--- src/rtl/imem_loader_if.sv ---
// Byte-stream input and imem write/status bundle for the boot-time instruction loader.
// The loader uses the slave modport; the byte source / system side uses master.
interface imem_loader_if #(
  parameter int ADDR_WIDTH = 28
);
  logic                  rx_valid;
  logic [7:0]            rx_data;
  logic                  rx_ready;
  logic                  imem_we;
  logic [ADDR_WIDTH-1:0] imem_addr;
  logic [31:0]           imem_wdata;
  logic                  core_rst;
  logic                  done;
  logic                  error;

  modport master (
    output rx_valid, rx_data,
    input  rx_ready, imem_we, imem_addr, imem_wdata, core_rst, done, error
  );

  modport slave (
    input  rx_valid, rx_data,
    output rx_ready, imem_we, imem_addr, imem_wdata, core_rst, done, error
  );
endinterface

--- src/rtl/imem_loader.sv ---
// Streams a checksummed little-endian image into imem and holds the core in reset
// until the whole image has been written and verified.
//
// state | meaning
// INIT  | one idle cycle after reset, stream not accepted
// HDR   | collecting the 4-byte word count
// DATA  | assembling payload words and writing them to imem
// CHK   | waiting for the checksum byte
// DONE  | image verified, core released
// ERR   | oversize image or bad checksum, core held in reset
module imem_loader #(
  parameter int ADDR_WIDTH = 28
) (
  input  logic         clk,
  input  logic         rst,
  imem_loader_if.slave bus
);
  typedef enum logic [2:0] {INIT, HDR, DATA, CHK, DONE, ERR} state_t;

  localparam logic [32:0] MAX_WORDS = 33'd1 << ADDR_WIDTH;

  state_t                state_q, state_d;
  logic [31:0]           cnt_q, cnt_d;
  logic [7:0]            sum_q, sum_d;
  logic [1:0]            byte_q, byte_d;
  logic [ADDR_WIDTH-1:0] word_q, word_d;
  logic [ADDR_WIDTH-1:0] addr_q, addr_d;
  logic [23:0]           asm_q, asm_d;
  logic [31:0]           wdata_q, wdata_d;
  logic                  we_q, we_d;

  logic                  accept;
  logic [31:0]           cnt_full;

  assign bus.rx_ready   = (state_q == HDR) || (state_q == DATA) || (state_q == CHK);
  assign accept         = bus.rx_valid && bus.rx_ready;
  assign cnt_full       = {bus.rx_data, cnt_q[31:8]};

  assign bus.imem_we    = we_q;
  assign bus.imem_addr  = addr_q;
  assign bus.imem_wdata = wdata_q;
  assign bus.core_rst   = (state_q != DONE);
  assign bus.done       = (state_q == DONE);
  assign bus.error      = (state_q == ERR);

  always_ff @(posedge clk or negedge rst) begin
    if (!rst) begin
      state_q <= INIT;
      cnt_q   <= '0;
      sum_q   <= '0;
      byte_q  <= '0;
      word_q  <= '0;
      addr_q  <= '0;
      asm_q   <= '0;
      wdata_q <= '0;
      we_q    <= 1'b0;
    end else begin
      state_q <= state_d;
      cnt_q   <= cnt_d;
      sum_q   <= sum_d;
      byte_q  <= byte_d;
      word_q  <= word_d;
      addr_q  <= addr_d;
      asm_q   <= asm_d;
      wdata_q <= wdata_d;
      we_q    <= we_d;
    end
  end

  always_comb begin
    state_d = state_q;
    cnt_d   = cnt_q;
    sum_d   = sum_q;
    byte_d  = byte_q;
    word_d  = word_q;
    addr_d  = addr_q;
    asm_d   = asm_q;
    wdata_d = wdata_q;
    we_d    = 1'b0;

    unique case (state_q)
      INIT: state_d = HDR;
      HDR: begin
        if (accept) begin
          cnt_d  = cnt_full;
          sum_d  = sum_q + bus.rx_data;
          byte_d = byte_q + 2'd1;
          if (byte_q == 2'd3) begin
            // Compare one bit wider so a count of exactly 2**ADDR_WIDTH is still legal.
            if ({1'b0, cnt_full} > MAX_WORDS) state_d = ERR;
            else if (cnt_full == 32'd0)      state_d = CHK;
            else                             state_d = DATA;
          end
        end
      end
      DATA: begin
        if (accept) begin
          sum_d  = sum_q + bus.rx_data;
          byte_d = byte_q + 2'd1;
          asm_d  = {bus.rx_data, asm_q[23:8]};
          if (byte_q == 2'd3) begin
            wdata_d = {bus.rx_data, asm_q};
            addr_d  = word_q;
            we_d    = 1'b1;
            word_d  = word_q + ADDR_WIDTH'(1);
            if (33'(word_q) == 33'(cnt_q) - 33'd1) state_d = CHK;
          end
        end
      end
      CHK: begin
        if (accept) state_d = (bus.rx_data == sum_q) ? DONE : ERR;
      end
      default: ;
    endcase
  end
endmodule

--- src/flat_wrapper.sv ---
// flat-port wrapper written by rule: the top's interface ports become plain ports
module imem_loader_flat 
#(
  parameter int ADDR_WIDTH = 28
)
  (clk, rst, bus_rx_valid, bus_rx_data, bus_rx_ready, bus_imem_we, bus_imem_addr, bus_imem_wdata, bus_core_rst, bus_done, bus_error);
  imem_loader_if #(.ADDR_WIDTH(ADDR_WIDTH)) bus_i ();
  input  logic clk;
  input  logic rst;
  input wire logic [$bits(bus_i.rx_valid)-1:0] bus_rx_valid;
  input wire logic [$bits(bus_i.rx_data)-1:0] bus_rx_data;
  output wire logic [$bits(bus_i.rx_ready)-1:0] bus_rx_ready;
  output wire logic [$bits(bus_i.imem_we)-1:0] bus_imem_we;
  output wire logic [$bits(bus_i.imem_addr)-1:0] bus_imem_addr;
  output wire logic [$bits(bus_i.imem_wdata)-1:0] bus_imem_wdata;
  output wire logic [$bits(bus_i.core_rst)-1:0] bus_core_rst;
  output wire logic [$bits(bus_i.done)-1:0] bus_done;
  output wire logic [$bits(bus_i.error)-1:0] bus_error;
  assign bus_i.rx_valid = bus_rx_valid;
  assign bus_i.rx_data = bus_rx_data;
  assign bus_rx_ready = bus_i.rx_ready;
  assign bus_imem_we = bus_i.imem_we;
  assign bus_imem_addr = bus_i.imem_addr;
  assign bus_imem_wdata = bus_i.imem_wdata;
  assign bus_core_rst = bus_i.core_rst;
  assign bus_done = bus_i.done;
  assign bus_error = bus_i.error;
  imem_loader #(.ADDR_WIDTH(ADDR_WIDTH)) u_core (.clk(clk), .rst(rst), .bus(bus_i));
endmodule
--- config.mk ---
export PLATFORM = sky130hd
export DESIGN_NAME = imem_loader_flat
export DESIGN_NICKNAME = d
export VERILOG_FILES = /design/src/rtl/imem_loader_if.sv /design/src/rtl/imem_loader.sv /design/src/flat_wrapper.sv
export SDC_FILE = /design/constraint.sdc
export NUM_CORES = 1
export LEC_CHECK = 0
export CAP_MARGIN = 20
export CORE_MARGIN = 5
export CORE_UTILIZATION = 57
export DETAILED_ROUTE_END_ITERATION = 12
export PLACE_DENSITY = 0.8
export SYNTH_ARGS = -nofsm -noshare
export SYNTH_HDL_FRONTEND = slang
export SYNTH_SLANG_ARGS = --single-unit
--- constraint.sdc ---
create_clock -name clk -period 5.09 [get_ports clk]
set_input_delay 1.018 -clock clk [delete_from_list [all_inputs] [get_ports clk]]
set_output_delay 1.018 -clock clk [all_outputs]
set_load 0.02 [all_outputs]
==> results by group <==
Timing
  • Final count of hold timing violations: 0
  • RSZ-0062 raised after global routing: false
  • Setup TNS: 0 ns
  • Worst Tran Pin Value: 0.9466 ns
  • Final setup viols: 0
  • Worst Hold Slack: 0.4724 ns
  • Slew headroom: 0.3666
  • Final Cycle Share: 0.6968
  • Skew final: 0.008361 ns
  • Min Tclk post-route: 3.547 ns
  • Final WS setup: 1.543 ns
  • Final max-slew violation count: 0
  • Achievable frequency: 0.2820 GHz

Clock network
  • CTS root buffer: clkbuf_16
  • CTS Hold Bufs: 0
  • # clock sinks: 158
  • H-Tree Depth: 4
  • Latest clock arrival within the worst-skew pair: 0.43 ns
  • Clk pin slew, worst setup/hold paths: 0.07 ns
  • Clock buffer depth: 2
  • Cts repair resizes: 0
  • Setup bufs post-CTS: 0
  • Cts bufs inserted: 17
  • CTS tree: done

Synth
  • Yosys reg bits: 158
  • Post-synthesis sequential area ratio: 0.5197
  • Cell taking the most area after synthesis: dfrtp_1
  • Share of Yosys cell area claimed by the top area cell type: 0.5197
  • Post-synthesis average cell area: 10.55 sq um
  • Most instantiated library cell after synthesis: dfrtp_1
  • Syn nets: 743
  • Commonest cells post-synth: 158 x dfrtp_1, 149 x nand2_1, 74 x mux2_2
  • Yosys cell types: 62
  • Post-Syn Area: 7609 sq um
  • Top_reg_cell synth: dfrtp_1
  • Synthesized instance count: 721
  • Warnings from Yosys: 0
  • Asr flop ratio synth: 1.000
  • EDFF count, synth: 0
  • Synth area leaders: dfrtp_1 52%, mux2_2 11%, nand2_1 7.4%, xnor2_1 5.1%, xor2_1 2.5%

Placed design
  • # port buffers: 75
  • Pre-CTS setup slack: 1.459 ns
  • Final GP Congestion: 0.9161
  • HPWL Detailed: 12.21 mm
  • Placed cells: 942
  • Placed cell areas: 8494 sq um

Routing
  • DR WL/cell: 18.39 um
  • First drt pass iteration count: 5
  • Iter 0 DRT Violations: 465
  • Routed Antenna Nets: 0
  • Wirelength, routed: 17.92 mm
  • Drt via density: 5.860
  • DRC Markers: 0
  • DR vias: 5708

Floorplanning
  • Rows: 42
  • Chip Height: 125.5 um
  • Die W: 125.5 um
  • Die ar.: 15760 sq um
  • Starting Density: 0.5768
  • IO Count: 76
  • Core area: 13190 sq um

Power
  • LEAKAGE: 4.138 nW
  • Cell Pwr Density: 429.2 nW/um^2
  • Final Power: 3.901 mW
  • Max IR drop VDD: 261.9 uV

Cells and area
  • Post-route cell area: 9089 sq um
  • Area growth, synth to finish: 19.45%
  • Fill cell count: 942
  • Antenna cells: 0
  • Layout cells sized above 1: 0.1617
  • Post-layout util: 0.6891
  • Non-Filler Instances: 974
  • Layout Nets: 807

Critical path
  • CP Buf/Inv Count: 1
  • CP Launch Type: flop
  • Worst Path Arrival: 3.90 ns
  • CP Capture Type: flop
  • Crit path required time: 5.44 ns
  • Max stage delay on crit path: 0.76 ns
  • Worst r2r path cells: 9
  • Reg2reg start: u_core.cnt_q[0]
  • Crit-path cells: inv_1 -> ha_1 -> nor4b_1 -> nand4_2 -> or4_1 -> a211o_1 -> a2111oi_2 -> o2111ai_1 -> a21oi_1
  • Max stage delay cell, worst path: nor4b_1
  • Worst Setup Path Type: flop to flop
  • Setup slack, reg-to-reg: 1.54 ns
  • Crit Path Max Fanout: 7
  • Worst r2r dst: u_core.state_q[0]
  • Top delay family on crit path: simple AND/OR/NAND/NOR gates

Job
  • Max Cap Viol: 0

Global routing
  • First-pass GRT wire length: 30.18 mm
  • Grt ovf: 0
  • Tot GR Track Use: 0.2362
  • Largest net degree at the start of global routing: 88
  • Initial antenna violation count: 0
  • Vias in the first global route: 5945

Worst hold path
  • Hold endpoint: u_core.bus.imem_wdata[3]
  • Worst hold start: u_core.bus.imem_wdata[3]
  • Hold crit path type: flop to flop
  • Hold depth: 2

Status
  • Status: finished clean
## worst max-delay path by stage
stage,start,end,cells past startpoint
2_1_floorplan,bus_rx_valid,u_core.word_q[23],8
3_3_place_gp,bus_rx_valid,u_core.word_q[22],8
3_5_place_dp,bus_rx_valid,u_core.word_q[26],8
4_1_cts,u_core.cnt_q[0],u_core.state_q[0],9
5_1_grt,u_core.cnt_q[0],u_core.state_q[0],9
6_report,u_core.cnt_q[0],u_core.state_q[0],9
## tightest hold or removal path, cell delays in order (launching register included)
cell and delay (ns):
dfrtp_1 0.34, nand2_1 0.05, nand2_1 0.05
## cell type report
| cell class | instances | area, sq um | share of cell area |
|---|---|---|---|
| Inverter | 17 | 63.81 | 0.007021 |
| Clock buffer | 19 | 442.9 | 0.04873 |
| Multi-Input combinational cell | 509 | 3452 | 0.3798 |
| Clock inverter | 13 | 151.4 | 0.01666 |
| Sequential cell | 158 | 3954 | 0.4350 |
| Tap cell | 176 | 220.2 | 0.02423 |
| Timing Repair Buffer | 82 | 804.5 | 0.08852 |
## logic make-up after synthesis
group,after synthesis,synth area share
muxes,75,0.1108
AOI/OAI and AO/OA,73,0.06414
DFF,158,0.5197
adders and majority gates,11,0.01908
xor gates and xnor gates,66,0.07597
and+or+nand+nor,284,0.1811
buffers and inverters,54,0.02927
## flip-flops by register name, indices dropped and copies added (netlist names)
signal,flops
u_core.word_q,28
u_core.cnt_q,32
u_core.bus.imem_addr,28
u_core.byte_q,2
u_core.bus.imem_we,1
u_core.sum_q,8
u_core.asm_q,24
u_core.bus.imem_wdata,32
u_core.state_q,3
## placed cells by master, fill, tap and decap left out, types with 3 or more instances in the layout
cell type	netlist	final
o21ai_0	27	27
or3_1	5	5
buf_4	0	7
nor2b_1	6	6
o22ai_1	4	4
clkdlybuf4s50_1	0	74
nand4_1	12	12
nor2_1	23	22
mux2_2	74	74
xnor2_1	44	44
clkbuf_16	0	17
nand3_1	12	12
or3b_2	3	3
inv_1	17	17
dfrtp_1	158	158
nand2b_1	6	6
or2_2	4	4
nor3_1	15	15
nand2_1	149	148
clkinvlp_4	0	3
nor4_1	13	13
ha_1	10	10
or4_1	9	9
and3b_1	3	3
a211oi_1	5	5
xor2_1	22	22
inv_6	0	4
and3_1	10	10
a21oi_1	9	9
## where the power goes
| part | internal, mW | switching [mW] | total (mW) |
|---|---|---|---|
| Combinational | 0.440 | 0.481 | 0.921 |
| Clock | 0.744 | 0.524 | 1.27 |
| Sequential | 1.42 | 0.287 | 1.71 |
| Total | 2.61 | 1.29 | 3.90 |
## per-layer routing
metal | routed length, um | vias up | global-route usage
li1 | - | 2628 | -
met1 | 7491 | 2892 | 0.2928
met2 | 9368 | 161 | 0.4065
met3 | 724 | 27 | 0.05714
met4 | 330 | 0 | 0.07908
met5 | 0 | - | 0
Power figures use the tool's default switching activity.
